==> src/rtl/mem_pkg.sv <==
// Shared definitions for the MEM-stage data-memory controller:
// funct3 codes, FSM encoding and lane helpers.
package mem_pkg;

  localparam logic [2:0] F3_B  = 3'b000;
  localparam logic [2:0] F3_H  = 3'b001;
  localparam logic [2:0] F3_W  = 3'b010;
  localparam logic [2:0] F3_BU = 3'b100;
  localparam logic [2:0] F3_HU = 3'b101;

  typedef enum logic [1:0] {
    S_IDLE = 2'b00,
    S_REQ  = 2'b01,
    S_WAIT = 2'b10,
    S_DONE = 2'b11
  } state_e;

  function automatic logic sz_b(input logic [2:0] f3);
    return f3[1:0] == F3_B[1:0];
  endfunction

  function automatic logic sz_h(input logic [2:0] f3);
    return f3[1:0] == F3_H[1:0];
  endfunction

  function automatic logic [3:0] be_of(
    input logic [2:0] f3,
    input logic [1:0] a
  );
    logic [3:0] be;
    unique case (1'b1)
      sz_b(f3): be = 4'b0001 << a;
      sz_h(f3): be = 4'b0011 << {a[1], 1'b0};
      default:  be = 4'b1111;
    endcase
    return be;
  endfunction

  function automatic logic [31:0] wdata_of(
    input logic [2:0]  f3,
    input logic [31:0] d
  );
    logic [31:0] w;
    unique case (1'b1)
      sz_b(f3): w = {4{d[7:0]}};
      sz_h(f3): w = {2{d[15:0]}};
      default:  w = d;
    endcase
    return w;
  endfunction

  // funct3[1:0]==11 is handled as a word access
  function automatic logic mis_of(
    input logic [2:0] f3,
    input logic [1:0] a
  );
    logic m;
    unique case (1'b1)
      sz_b(f3): m = 1'b0;
      sz_h(f3): m = a[0];
      default:  m = (f3[1:0] == F3_W[1:0] || f3[1:0] == 2'b11) && (a != 2'b00);
    endcase
    return m;
  endfunction

endpackage

==> src/rtl/mem_access_unit_load_align.sv <==
// Load lane select and sign/zero extension.
// Purely combinational so other load ports can share it.
module load_align
  import mem_pkg::*;
(
  input  logic [31:0] rdata_i,
  input  logic [1:0]  addr_i,
  input  logic [2:0]  funct3_i,
  output logic [31:0] data_o
);

  logic [7:0]  b;
  logic [15:0] h;
  logic        zext;

  always_comb begin
    b    = rdata_i[{addr_i, 3'b000} +: 8];
    h    = addr_i[1] ? rdata_i[31:16] : rdata_i[15:0];
    zext = (funct3_i == F3_BU) || (funct3_i == F3_HU);
    unique case (1'b1)
      sz_b(funct3_i): data_o = zext ? {24'b0, b} : {{24{b[7]}}, b};
      sz_h(funct3_i): data_o = zext ? {16'b0, h} : {{16{h[15]}}, h};
      default:        data_o = rdata_i;
    endcase
  end

endmodule

==> src/rtl/mem_access_unit.sv <==
// MEM-stage load/store controller on a req/gnt/rvalid bus.
// Stalls the pipeline until the access finishes.
module mem_access_unit
  import mem_pkg::*;
#(
  parameter int unsigned TIMEOUT_CYCLES = 255
) (
  input  logic        CLK,
  input  logic        RESET,
  input  logic        MemRead_i,
  input  logic        MemWrite_i,
  input  logic [2:0]  Funct3_i,
  input  logic [31:0] Addr_i,
  input  logic [31:0] StoreData_i,
  output logic        dmem_req,
  output logic        dmem_we,
  output logic [31:0] dmem_addr,
  output logic [3:0]  dmem_be,
  output logic [31:0] dmem_wdata,
  input  logic        dmem_gnt,
  input  logic        dmem_rvalid,
  input  logic [31:0] dmem_rdata,
  output logic [31:0] ReadData,
  output logic        Stall,
  output logic        Misaligned,
  output logic        BusError
);

  localparam logic [7:0] TO_LAST = 8'(TIMEOUT_CYCLES - 1);

  state_e      state_q, state_d;
  logic [7:0]  cnt_q, cnt_d;
  logic        req_q, req_d;
  logic        we_q, we_d;
  logic [31:0] addr_q, addr_d;
  logic [3:0]  be_q, be_d;
  logic [31:0] wdata_q, wdata_d;
  logic [2:0]  f3_q, f3_d;
  logic [1:0]  alo_q, alo_d;
  logic [31:0] rd_q, rd_d;
  logic        mis_q, mis_d;
  logic        berr_q, berr_d;
  logic        op;
  logic [31:0] ld_data;

  load_align u_align (
    .rdata_i  (dmem_rdata),
    .addr_i   (alo_q),
    .funct3_i (f3_q),
    .data_o   (ld_data)
  );

  assign op = MemRead_i | MemWrite_i;

  always_comb begin
    state_d = state_q;
    cnt_d   = cnt_q;
    req_d   = 1'b0;
    we_d    = we_q;
    addr_d  = addr_q;
    be_d    = be_q;
    wdata_d = wdata_q;
    f3_d    = f3_q;
    alo_d   = alo_q;
    rd_d    = rd_q;
    mis_d   = 1'b0;
    berr_d  = 1'b0;
    unique case (state_q)
      S_IDLE: begin
        if (op && mis_of(Funct3_i, Addr_i[1:0])) begin
          state_d = S_DONE;
          mis_d   = 1'b1;
          rd_d    = '0;
        end else if (op) begin
          state_d = S_REQ;
          req_d   = 1'b1;
          we_d    = ~MemRead_i;
          addr_d  = {Addr_i[31:2], 2'b00};
          be_d    = be_of(Funct3_i, Addr_i[1:0]);
          wdata_d = wdata_of(Funct3_i, StoreData_i);
          f3_d    = Funct3_i;
          alo_d   = Addr_i[1:0];
        end
      end
      S_REQ: begin
        if (!dmem_gnt) begin
          req_d = 1'b1;
        end else if (we_q) begin
          state_d = S_DONE;
          rd_d    = '0;
        end else begin
          state_d = S_WAIT;
          cnt_d   = '0;
        end
      end
      S_WAIT: begin
        if (dmem_rvalid) begin
          state_d = S_DONE;
          rd_d    = ld_data;
        end else if (cnt_q == TO_LAST) begin
          state_d = S_DONE;
          berr_d  = 1'b1;
          rd_d    = '0;
        end else begin
          cnt_d = cnt_q + 8'd1;
        end
      end
      default: state_d = S_IDLE;
    endcase
  end

  always_ff @(posedge CLK or negedge RESET) begin
    if (!RESET) begin
      state_q <= S_IDLE;
      cnt_q   <= '0;
      req_q   <= 1'b0;
      we_q    <= 1'b0;
      addr_q  <= '0;
      be_q    <= '0;
      wdata_q <= '0;
      f3_q    <= '0;
      alo_q   <= '0;
      rd_q    <= '0;
      mis_q   <= 1'b0;
      berr_q  <= 1'b0;
    end else begin
      state_q <= state_d;
      cnt_q   <= cnt_d;
      req_q   <= req_d;
      we_q    <= we_d;
      addr_q  <= addr_d;
      be_q    <= be_d;
      wdata_q <= wdata_d;
      f3_q    <= f3_d;
      alo_q   <= alo_d;
      rd_q    <= rd_d;
      mis_q   <= mis_d;
      berr_q  <= berr_d;
    end
  end

  assign dmem_req   = req_q;
  assign dmem_we    = we_q;
  assign dmem_addr  = addr_q;
  assign dmem_be    = be_q;
  assign dmem_wdata = wdata_q;
  assign ReadData   = rd_q;
  assign Misaligned = mis_q;
  assign BusError   = berr_q;
  assign Stall      = RESET & op & (state_q != S_DONE);

endmodule

==> config.mk <==
export PLATFORM = sky130hd
export DESIGN_NAME = mem_access_unit
export DESIGN_NICKNAME = d
export VERILOG_FILES = /design/src/rtl/mem_pkg.sv /design/src/rtl/mem_access_unit_load_align.sv /design/src/rtl/mem_access_unit.sv
export SDC_FILE = /design/constraint.sdc
export NUM_CORES = 1
export LEC_CHECK = 0
export BUFFER_PORTS_ARGS = -buffer_cell sky130_fd_sc_hd__clkbuf_2
export CORE_ASPECT_RATIO = 1.75
export CORE_MARGIN = 2
export CORE_UTILIZATION = 32
export CTS_BUF_LIST = sky130_fd_sc_hd__clkbuf_8
export CTS_CLUSTER_SIZE = 30
export DETAILED_ROUTE_END_ITERATION = 12
export PLACE_DENSITY = 0.58
export SYNTH_ARGS = -nofsm -noshare
export SYNTH_HDL_FRONTEND = slang
export SYNTH_SLANG_ARGS = --single-unit
==> constraint.sdc <==
create_clock -name CLK -period 2.8 [get_ports CLK]
set_clock_uncertainty 0.2 [all_clocks]
set_input_delay 0 -clock CLK [delete_from_list [all_inputs] [get_ports CLK]]
set_output_delay 0 -clock CLK [all_outputs]
set_load 0.01 [all_outputs]
# Word level (Yosys, flattened, before mapping)

Cells that the tools add are included.

Bits in registers: 117
Input port bits: 105
Output and inout port bits: 105
Logic and storage cells: 88

Add/sub/neg operators: 1
Equality and inequality tests: 18
Shifts and indexed selects: 3
Multiplexer cells: 35
Bitwise gates (word level): 5
Reductions and logical operators: 14

Operator list:

| operator                                            | count |
|---|---|
| two-way mux 32 bit                                  | 7 |
| case mux 32 bit (2 select lines)                    | 2 |
| case mux 32 bit (3 select lines)                    | 1 |
| two-way mux 8 bit                                   | 4 |
| variable part select 32 x 6 -> 8 bit                | 1 |
| two-way mux 16 bit                                  | 1 |
| case mux 8 bit (2 select lines)                     | 1 |
| != test 2 bit, second input constant                | 7 |
| two-way mux 1 bit                                   | 10 |
| two-way mux 2 bit                                   | 5 |
| AND reduction 5 bit                                 | 2 |
| adder 8 x 1 -> 8 bit, second input constant         | 1 |
| equality test 8 bit, second input constant          | 1 |
| case mux 4 bit (2 select lines)                     | 1 |
| equality test 2 x 1 -> 1 bit, second input constant | 3 |
| equality test 2 bit, second input constant          | 3 |
| equality test 3 bit, second input constant          | 2 |
| zero test 2 bit                                     | 3 |
| != test 3 bit, second input constant                | 2 |
| case mux 2 bit (3 select lines)                     | 1 |
| AND reduction 3 bit                                 | 2 |
| case mux 1 bit (2 select lines)                     | 2 |
| nonzero test 2 bit                                  | 2 |
| << shifter 1 x 2 -> 4 bit, first input constant     | 1 |
| other kinds (7)                                     | 11 |

# Longest topological paths before layout

Gate-level depths: netlist of the first run.

Depth in word-level cells: 8
Gate-level depth with buffers: 9
Gate-level depth less buffers: 6

# Cells and area by module

From an unflattened synthesis of the first run, not the netlist that was laid out.

Cells, all modules: 517
Area total of the unflattened synthesis: 5,590.4 µm²

By module, submodules not included:

| module          | instances | cells an instance | area an instance (µm²) | seq. area each (µm²) |
|---|---|---|---|---|
| mem_access_unit | 1         | 401               | 4,953.5                | 2,927.8 |
| load_align      | 1         | 116               | 636.9                  | 0.0 |

# Worst setup path before layout of the first run

No wires, ideal clock.

Path kind: register to register
From: register state_q[0]
To: register cnt_q[1]
Library setup time: 126 ps
Data arrival time: 1,813 ps
Required time: 2,474 ps
Slack: 661 ps
Stages on the path, launching flop included: 9
Path buffers: 3
Clock period less this slack: 2,139 ps
Cell sequence: dfrtp_1 > inv_1 > ha_1 > buf_6 > and2_4 > buf_6 > a211o_1 > clkbuf_1 > a221o_1

Word-level cells in the longest chain between the ends: 3
Elaborated cells between the ends (all ways): 9
Those cells by class: eq/ne: 6; mux: 1; reduce/logical: 2

Ends and longest elaborated chain:

| item                                                                        | RTL line               | text |
|---|---|---|
| start: declaration                                                          | mem_access_unit.sv:31  | `state_e state_q, state_d;` |
| start signal: assignment                                                    | mem_access_unit.sv:127 | `state_q <= state_d;` |
| equality test 2 bit / equality test 2 x 1 -> 1 bit (equally long branches)  | mem_access_unit.sv:68  | `unique case (state_q)` |
| != test 2 bit (no source line) / nonzero test 2 bit (equally long branches) | -                      |  |
| AND reduction 5 bit (no source line)                                        | -                      |  |
| end signal: assignment                                                      | mem_access_unit.sv:128 | `cnt_q <= cnt_d;` |
| end: declaration                                                            | mem_access_unit.sv:32  | `logic [7:0] cnt_q, cnt_d;` |

Parallel ways exist; a longest one is shown, timed or not.
A chain may end at the register's enable or synchronous reset.

# Worst setup path in the final report of the first run

From: register alo_q[1]
To: register rd_q[11] (netlist: ReadData[11])

Word-level cells in the longest chain between the ends: 5
Elaborated cells between the ends (all ways): 7
Those cells by class: shift: 1; mux: 6

Ends and longest elaborated chain:

| item                                                                              | RTL line                                                           | text |
|---|---|---|
| start: declaration                                                                | mem_access_unit.sv:39                                              | `logic [1:0] alo_q, alo_d;` |
| start signal: assignment                                                          | mem_access_unit.sv:135                                             | `alo_q <= alo_d;` |
| variable part select 32 x 6 -> 8 bit / two-way mux 16 bit (equally long branches) | mem_access_unit_load_align.sv:17, mem_access_unit_load_align.sv:18 |  |
| two-way mux 32 bit, on equally long branches                                      | mem_access_unit_load_align.sv:21, mem_access_unit_load_align.sv:22 |  |
| case mux 32 bit (2 select lines) (*)                                              | mem_access_unit_load_align.sv:20                                   | `unique case (1'b1)` |
| two-way mux 32 bit (*)                                                            | mem_access_unit.sv:97                                              | `if (dmem_rvalid) begin` |
| case mux 32 bit (3 select lines) (*)                                              | mem_access_unit.sv:68                                              |  |
| end signal: assignment                                                            | mem_access_unit.sv:136                                             | `rd_q <= rd_d;` |
| end: declaration                                                                  | mem_access_unit.sv:40                                              | `logic [31:0] rd_q, rd_d;` |

Mark *: on every way between the ends. The rest lies on a longest branch, timed or not.

==> reports/qor.csv, run 1 <==
stage,metric,value,unit
run_status,status,completed,
die,core area,17500,um2
die,Initial Utilization,32.7,%
power,cell-internal power,5.47,mW
layout,share of post-route cells with drive strength above 1,36.6,%
synthesis,most frequent cell after synthesis,dfrtp_1,
power,Final Total Pwr,8.77,mW
min_path,HP Class,in -> async,
critical_path,crit path DAT,2730,ps
power,Net Sw Frac,37.6,%
power,Combinational Power Share,45.1,%
sta,fmax,383,MHz
sta,Worst Tran Pin Value,893,ps
critical_path,element type at the critical path end,flop,
clocking,clock tree sinks,117,
die,die area,19100,um2
job,Maximum Capacitance Violations,0,
critical_path,Crit Path Max Fanout,8,
routing,DRC errors left,0,
synthesis,library cells used by synthesis,50,
die,chip width,105,um
synthesis,largest area contributor in the netlist,dfrtp_1,
critical_path,CP max stage delay,600,ps
die,I/O pin cnt,210,
clocking,clk buf depth,2,
power,Cell Pwr Density,987,nW/um2
routing,DR pass1 iterations,5,
synthesis,"Warnings, synthesis",0,
place,GP Congestion,0.827,
power,sequential fraction of design power,34.1,%
routing,met3 WL post-DR,1010,um
synthesis,sequential-to-total area share from yosys stat,51.0,%
power,clock share of power,20.8,%
sta,final hold slack,111,ps
clocking,worst-skew pair later-pin latency,440,ps
layout,"Design Area, Final",8880,um2
routing,Met1 Wirelength,6460,um
clocking,root buffer cell,clkbuf_8,
clocking,CTS tree,yes,
sta,Final Cycle Share,93.3,%
sta,RSZ-0062 raised after global routing,true,
sta,min setup slack post-route,188,ps
sta,Slew headroom,40.5,%
routing,final wirelength,18800,um
die,die height,181,um
place,PortBufs,207,
sta,fin crit period,2610,ps
layout,fill cell total of the finished layout,1554,
clocking,clock-pin slew on the worst setup and hold paths,80,ps
power,Pleak,4.31,nW
synthesis,async set-or-reset flop fraction in the synthesized netlist,100,%
critical_path,required time of the critical path,2910,ps
layout,P&R area growth vs syn,54.9,%
place,Area after DPL,7040,um2
layout,ANT cells,0,
synthesis,Mapped Cells,509,
sta,Max Slew Vio Count,0,
synthesis,"EDFF count, synth",0,
synthesis,"FF+latch count, synth",117,
critical_path,CP Cell Sequence,mux4_2 > and3b_1 > a221oi_1 > dlygate4sd3_1 > o2bb2ai_1,
critical_path,CP Launch Type,flop,
routing,Met2 Wirelength,10300,um
routing,DR WL/cell,17.2,um
routing,Vias/cell,4.97,
sta,Hold Fails Final Rpt,0,
routing,DR iter-0 viols,196,
layout,fin cells,1096,
layout,nets,963,
die,Rows,64,
place,placed cells,926,
grt,initial antenna violation count,0,
place,Place WS,376,ps
place,DP Wirelength,12900,um
sta,Final Setup Violations,0,
layout,final design utilization,50.7,%
grt,largest net degree at the start of global routing,69,
grt,vias in the first global route,6047,
routing,via count,5452,
synthesis,ys flop type,dfrtp_1,
synthesis,Synth area leaders,"dfrtp_1, mux2_2, mux2i_1",
routing,uppermost routed layer,met4,
power,Net Sw Power,3.30,mW
critical_path,Crit Path Category,reg -> reg,
synthesis,post-synth top area share,51.0,%
clocking,htree depth,4,
grt,total gr overflow,0,
grt,Total GRT Usage,20.5,%
sta,setup tns final,0,ps
critical_path,"slowest stage cell, crit path",dlygate4sd3_1,
synthesis,Avg Inst Size Synth,11.3,um2
routing,remaining antenna violation count,0,
synthesis,top post-synthesis cells by count,"dfrtp_1, mux2_2, mux2i_1",
power,peak supply drop,540,uV
grt,first-pass GRT wire length,30700,um
synthesis,Post-Syn Area,5740,um2
clocking,TritonCTS Buffers,17,
critical path: cells and delay by family (launching register included):
family / cells / cell delay [ps]
mux: 1 / 550
simple gates: 1 / 290
compound gates: 2 / 330
buf+inv: 1 / 600
flops: 1 / 530
kinds of logic after synthesis:
family                     Yosys count  synth area share [%]
muxes                              112                  21.1
and+or+nand+nor                    106                  8.96
AOI/OAI and AO/OA                  114                  13.3
buffers and inverters               53                  4.25
other                                1                0.0654
adders and majority gates            6                  1.31
DFF                                117                  51.0
layer usage:
layer / track usage (%) / vias up
met5: 0 / -
met4: 12.3 / 0
met1: 19.7 / 2637
met3: 5.30 / 66
li1: - / 2519
met2: 38.1 / 230
path summary, 6_finish.rpt:
path / startpoint / endpoint / slack (ps) / cells after the start
max in group asynchronous: RESET / dmem_addr[6] / 1600 / 3
min in group CLK: Addr_i[14] / dmem_addr[14] / 130 / 3
hold / removal: RESET / dmem_wdata[31] / 110 / 3
setup / recovery: alo_q[1] / ReadData[11] / 190 / 5
setup reg to reg: alo_q[1] / ReadData[11] / 190 / 5
hold reg to reg: dmem_wdata[12] / dmem_wdata[12] / 280 / 2
final cells by class:
type | instances | area, um2 | share of cell area (%)
Inverter | 17 | 63.8 | 0.718
Multi-Input combinational cell | 340 | 2580 | 29.1
Clock inverter | 14 | 209 | 2.35
Timing Repair Buffer | 359 | 2560 | 28.8
Tap cell | 231 | 289 | 3.25
Clock buffer | 18 | 248 | 2.79
Sequential cell | 117 | 2930 | 33.0
power by group through the flow:
stage               sequential, mW  combinational (mW)  clock [mW]
global route                  3.11                4.31        1.95
CTS                           2.99                3.95        1.87
global placement              2.97                3.56           0
finish                        2.99                3.95        1.82
detailed placement            3.01                3.64           0
floorplan                     3.20                2.02           0
timing repair:
| action | in CTS | in global routing |
|---|---|---|
| setup buffers | 0 | 0 |
| gates resized for setup | 0 | 1 |
| hold buffers | 138 | 0 |
| endpoints found under the hold margin | 229 | 0 |
| setup endpoints to repair | 0 | 7 |
placed cells by master (no fill, tap or decap), types with 3 or more instances in the layout:
cell type	n
dfrtp_1	117
nand2_1	33
buf_4	12
nand2b_1	3
clkbuf_2	206
o21ai_0	31
dlygate4sd3_1	138
mux2_1	5
mux2i_1	49
nor3_1	3
or4_1	5
nand4_1	3
nor2_1	33
o2bb2ai_1	9
a221oi_1	8
nor2b_1	10
o31ai_1	4
clkbuf_8	18
nor4_1	3
buf_12	3
a21oi_1	33
ha_1	6
nand3_1	3
inv_1	18
o221ai_1	7
a22o_1	8
bufinv_16	5
mux2_2	57
registers in the layout (all words and copies together) (netlist names), 2 cells and up:
signal	count
dmem_addr	30
cnt_q	8
dmem_be	4
ReadData	32
alo_q	2
state_q	2
dmem_wdata	32
f3_q	3
Power figures use the tool's default switching activity.
==> run 2, diff against run 1 <==
CORE_ASPECT_RATIO = 0.6   (was 1.75)
==> run 2 against run 1 <==
Global-route usage shrank 1.2 points. Maximum frequency fell by 1.4%. Count of clock-buffer cells in the layout up 1. Cell area is 0.21% lower. Largest power group unchanged. Die area is essentially flat. Non-clock buffer count is 4 lower. Worst hold slack gained 33 ps. Flip-flop and latch count did not move. Clock power barely moved.
==> reports/qor.csv, run 2 (same netlist as run 1, synthesis figures left out) <==
stage,metric,value,unit
routing,Met2 Wirelength,8320,um
layout,share of post-route cells with drive strength above 1,37.0,%
die,die height,108,um
critical_path,worst r2r dst,ReadData[3],
critical_path,CP Cell Sequence,dlygate4sd3_1 > clkbuf_2 > a21oi_1 > o221ai_4 > buf_12 > nand2_1 > o41ai_1 > dlygate4sd3_1,
layout,final design utilization,51.1,%
routing,remaining antenna violation count,0,
routing,Met1 Wirelength,8340,um
critical_path,Levels on crit path,8,
die,chip width,177,um
power,Net Sw Frac,38.1,%
critical_path,R2R Path Start,alo_q[1],
layout,fin cells,1095,
critical_path,"slowest stage cell, crit path",dlygate4sd3_1,
place,DP Wirelength,12100,um
job,Maximum Capacitance Violations,0,
sta,Final Setup Violations,0,
routing,via count,5385,
place,GP Congestion,0.845,
layout,nets,959,
sta,RSZ-0062 raised after global routing,false,
routing,DR iter-0 viols,293,
routing,uppermost routed layer,met4,
grt,total gr overflow,0,
routing,Vias/cell,4.92,
min_path,hold endpoint,dmem_addr[29],
critical_path,CP Launch Type,input port,
power,Combinational Power Share,45.2,%
critical_path,required time of the critical path,2900,ps
grt,Total GRT Usage,19.2,%
power,peak supply drop,556,uV
critical_path,crit path DAT,2740,ps
power,clock share of power,20.7,%
min_path,HP Class,in -> reg,
grt,initial antenna violation count,1,
grt,first-pass GRT wire length,28500,um
critical_path,"Buf+Inv Stages, Crit Path",4,
die,Initial Utilization,33.0,%
layout,"commonest cells after routing, fill and taps aside","clkbuf_2, dlygate4sd3_1, dfrtp_1, mux2_2, mux2i_1",
clocking,htree depth,4,
place,PortBufs,207,
clocking,clock tree sinks,117,
critical_path,Reg2Reg Depth,6,
critical_path,CP max stage delay,570,ps
layout,ANT cells,0,
power,Final Total Pwr,8.74,mW
die,I/O pin cnt,210,
routing,DR WL/cell,16.7,um
die,die area,19000,um2
min_path,hold depth,3,
clocking,CTS tree,yes,
critical_path,CP top delay family,buffers and inverters,
sta,fin crit period,2650,ps
critical_path,Crit Path Category,in -> reg,
sta,final hold slack,143,ps
clocking,TritonCTS Buffers,17,
power,cell-internal power,5.41,mW
critical_path,Crit Path Max Fanout,52,
routing,DRC errors left,0,
routing,final wirelength,18300,um
grt,vias in the first global route,5516,
sta,Max Slew Vio Count,0,
power,Pleak,4.30,nW
clocking,"Setup Fix Bufs, Post-CTS",0,
power,Net Sw Power,3.33,mW
clocking,clk buf depth,2,
power,sequential fraction of design power,34.1,%
layout,P&R area growth vs syn,54.5,%
clocking,root buffer cell,clkbuf_8,
min_path,min-delay src,Addr_i[29],
grt,largest net degree at the start of global routing,83,
routing,DR pass1 iterations,5,
critical_path,"Top cell by count, worst path",dlygate4sd3_1,
sta,Slew headroom,56.0,%
power,Cell Pwr Density,985,nW/um2
die,core area,17400,um2
place,placed cells,927,
die,Rows,37,
layout,"commonest non-fill, non-tap cell in the layout",clkbuf_2,
sta,setup tns final,0,ps
critical_path,r2r setup slk,220,ps
critical_path,element type at the critical path end,flop,
run_status,status,completed,
sta,fmax,378,MHz
sta,Worst Tran Pin Value,655,ps
clocking,worst-skew pair later-pin latency,420,ps
sta,Final Cycle Share,94.6,%
sta,Hold Fails Final Rpt,0,
clocking,clock-pin slew on the worst setup and hold paths,80,ps
routing,met3 WL post-DR,1510,um
[run 2: changes by cell type in the layout (fill, tap and decap cells not counted), sizes merged]
cell	before	now
inv	19	20
bufinv	5	4
buf	15	14
clkbuf	224	225
dlygate4sd3	138	135
clkinv	5	4
[run 2: worst max-delay path by stage]
stage / from / endpoint
after floorplan: state_q[0] / cnt_q[1]
after global placement: state_q[0] / cnt_q[3]
after detailed placement: state_q[0] / cnt_q[4]
after CTS: alo_q[1] / ReadData[3]
after global routing: Funct3_i[1] / dmem_be[0]
final: Funct3_i[1] / dmem_be[0]
[run 2: layout make-up]
class,count,area [um2]
clock inverter,13,195
clock buffer,19,262
sequential,117,2930
fill,1536,8500
inverter,17,63.8
multi-input combinational,340,2590
timing repair buffer,355,2540
tap,234,293
[run 2: repair_timing]
item,CTS,global route
resized for setup,0,2
endpoints found under the hold margin,230,0
setup endpoints to repair,0,13
hold buffers,136,0
[run 2: metal layers]
layer  vias to the layer above  track usage [%]
met5                         -                0
met4                         0             4.90
met3                        15             5.26
met2                       234             31.3
met1                      2627             25.4
li1                       2509                -
[run 2: per-stage QoR]
step           worst slack [ps]  instance area, um2
6_report                    152                8860
2_1_floorplan               661                5740
3_5_place_dp                438                7030
5_1_grt                    30.9                8860
4_1_cts                    38.3                8860
3_3_place_gp                548                7030
[run 2: worst register-to-register path, cell delays in order, from the launching register on]
cell and delay [ps]:
dfrtp_1 460, buf_4 270, clkinv_1 270, a21oi_2 440, o221ai_1 180, dlygate4sd3_1 580
mux2i_1 120
[run 2: power by group through the flow]
| stage | sequential [mW] | combinational (mW) | clock (mW) |
|---|---|---|---|
| after global routing | 3.07 | 4.31 | 1.94 |
| after floorplan | 3.20 | 2.02 | 0 |
| after global placement | 2.94 | 3.54 | 0 |
| after CTS | 2.97 | 3.93 | 1.86 |
| final | 2.98 | 3.95 | 1.81 |
| after detailed placement | 2.99 | 3.61 | 0 |
==> run 3, diff against run 2 <==
CORE_MARGIN = 1.5   (was 2)
PLACE_DENSITY = 0.6   (was 0.58)
clock period = 2.36 ns   (was 2.8 ns; I/O delays follow)
==> run 3 against run 2 <==
Cell area rose by 0.66%. Largest cell class unchanged. Routed wire length is 1.3% lower. Critical endpoint is now dmem_wdata[26]. Total power rose by 19%. Utilization rose by 0.34 points. First-iteration DRC count increased by 14%. Combinational power grew 19%. Die area is 1.5% lower. Cell count increased by 0.73%. Global-route usage increased by 0.23 points. Setup slack lost 88 ps. Count of clock-buffer cells in the layout up 1. Largest power group unchanged.
==> reports/qor.csv, run 3 (same netlist as run 1, synthesis figures left out) <==
stage,metric,value,unit
run_status,status,completed,
grt,largest net degree at the start of global routing,118,
clocking,htree depth,4,
layout,P&R area growth vs syn,55.6,%
power,Pleak,4.37,nW
die,I/O pin cnt,210,
critical_path,element type at the critical path end,flop,
die,core area,17400,um2
critical_path,"Buf+Inv Stages, Crit Path",5,
critical_path,CP Launch Type,input port,
routing,Vias/cell,4.85,
critical_path,required time of the critical path,2470,ps
clocking,clock-pin slew on the worst setup and hold paths,90,ps
routing,DR iter-0 viols,335,
routing,final wirelength,18000,um
grt,first-pass GRT wire length,28400,um
power,Cell Pwr Density,1160,nW/um2
clocking,worst-skew pair later-pin latency,440,ps
place,GP Congestion,0.840,
layout,share of post-route cells with drive strength above 1,38.4,%
critical_path,worst r2r dst,dmem_wdata[9],
critical_path,Levels on crit path,8,
routing,DR WL/cell,16.4,um
sta,fin crit period,2300,ps
routing,DR pass1 iterations,5,
critical_path,CP startpoint,Funct3_i[1],
clocking,TritonCTS Buffers,17,
sta,Hold Fails Final Rpt,0,
clocking,CTS tree,yes,
routing,remaining antenna violation count,0,
critical_path,CP top delay family,buffers and inverters,
clocking,root buffer cell,clkbuf_8,
sta,Slew headroom,57.3,%
clocking,clock tree sinks,117,
routing,DRC errors left,0,
place,Place WS,188,ps
sta,final hold slack,36.9,ps
critical_path,CP Cell Sequence,dlygate4sd3_1 > clkbuf_2 > buf_4 > nor2_1 > a21oi_1 > dlygate4sd3_1 > o21ai_0 > dlygate4sd3_1,
critical_path,Reg2Reg Depth,6,
grt,total gr overflow,0,
critical_path,Setup crit end,dmem_wdata[26],
clocking,clk buf depth,2,
sta,Final Cycle Share,97.3,%
critical_path,Crit Path Max Fanout,18,
grt,vias in the first global route,5543,
sta,fmax,435,MHz
critical_path,crit path DAT,2410,ps
layout,"commonest cells after routing, fill and taps aside","clkbuf_2, dlygate4sd3_1, dfrtp_1, mux2_2, mux2i_1",
routing,via count,5351,
layout,nets,969,
die,chip width,176,um
place,PortBufs,207,
layout,ANT cells,0,
grt,Total GRT Usage,19.5,%
die,Rows,37,
sta,Max Slew Vio Count,0,
critical_path,Crit Path Category,in -> reg,
layout,fill cell total of the finished layout,1551,
sta,Worst Tran Pin Value,640,ps
power,peak supply drop,610,uV
sta,setup tns final,0,ps
sta,Final Setup Violations,0,
critical_path,r2r setup slk,170,ps
critical_path,CP max stage delay,570,ps
critical_path,"Top cell by count, worst path",dlygate4sd3_1,
layout,"commonest non-fill, non-tap cell in the layout",clkbuf_2,
job,Maximum Capacitance Violations,0,
grt,initial antenna violation count,0,
die,die area,18800,um2
place,DP Wirelength,12000,um
die,Initial Utilization,33.0,%
critical_path,"slowest stage cell, crit path",dlygate4sd3_1,
die,die height,107,um
min_path,HP Class,in -> async,
sta,min setup slack post-route,63.4,ps
sta,RSZ-0062 raised after global routing,false,
critical_path,R2R Path Start,state_q[0],
[run 3: routing by layer]
| layer | GRT usage, % | wire length (um) |
|---|---|---|
| met1 | 25.3 | 8380 |
| met4 | 5.25 | 132 |
| met5 | 0 | 0 |
| met2 | 31.5 | 8390 |
| met3 | 5.96 | 1140 |
[run 3: report_power, final]
group	internal (mW)	switching (mW)	total (mW)
Sequential	2.92	0.596	3.52
Combinational	2.28	2.44	4.72
Clock	1.32	0.821	2.14
Total	6.52	3.85	10.4
[run 3: through the flow]
stage | power (mW) | area [um2] | utilization, % | instances
6_report | 10.4 | 8920 | 51.4 | 1103
3_3_place_gp | 7.75 | 7080 | 40.8 | 933
4_1_cts | 10.3 | 8820 | 50.8 | 1092
2_1_floorplan | 6.19 | 5740 | - | 510
5_1_grt | 11.0 | 8920 | 51.4 | 1103
3_5_place_dp | 7.90 | 7080 | 40.8 | 933
[run 3: worst reg2reg max path, delay by kind of cell (launching register included)]
family	cells	cell delay, ps
buffers and inverters	2	680
flip-flops	1	410
adder cells (fa/ha/maj)	1	300
AND/OR/NAND/NOR	1	130
AO/OA/AOI/OAI	2	350
[run 3: how the worst min path moves through the flow]
| stage | from | endpoint | slack (ps) |
|---|---|---|---|
| floorplan | RESET | BusError | -500 |
| global placement | RESET | ReadData[24] | 1 |
| detailed placement | RESET | ReadData[26] | 20 |
| CTS | RESET | ReadData[24] | 70 |
| global route | RESET | ReadData[0] | 100 |
| finish | RESET | ReadData[0] | 40 |
[run 3: layout make-up]
class	instances	area (um2)	share of cell area, %
Sequential cell	117	2930	32.8
Timing Repair Buffer	365	2600	29.1
Multi-Input combinational cell	340	2580	28.9
Tap cell	234	293	3.28
Clock buffer	20	275	3.08
Clock inverter	10	178	1.99
Inverter	17	67.6	0.757
[run 3: timing repair]
| item | in CTS | in global routing |
|---|---|---|
| buffers inserted | 0 | 11 |
| gates resized for setup | 0 | 8 |
| endpoints found under the hold margin | 230 | 0 |
| hold buffers | 129 | 0 |
| setup endpoints to repair | 0 | 7 |
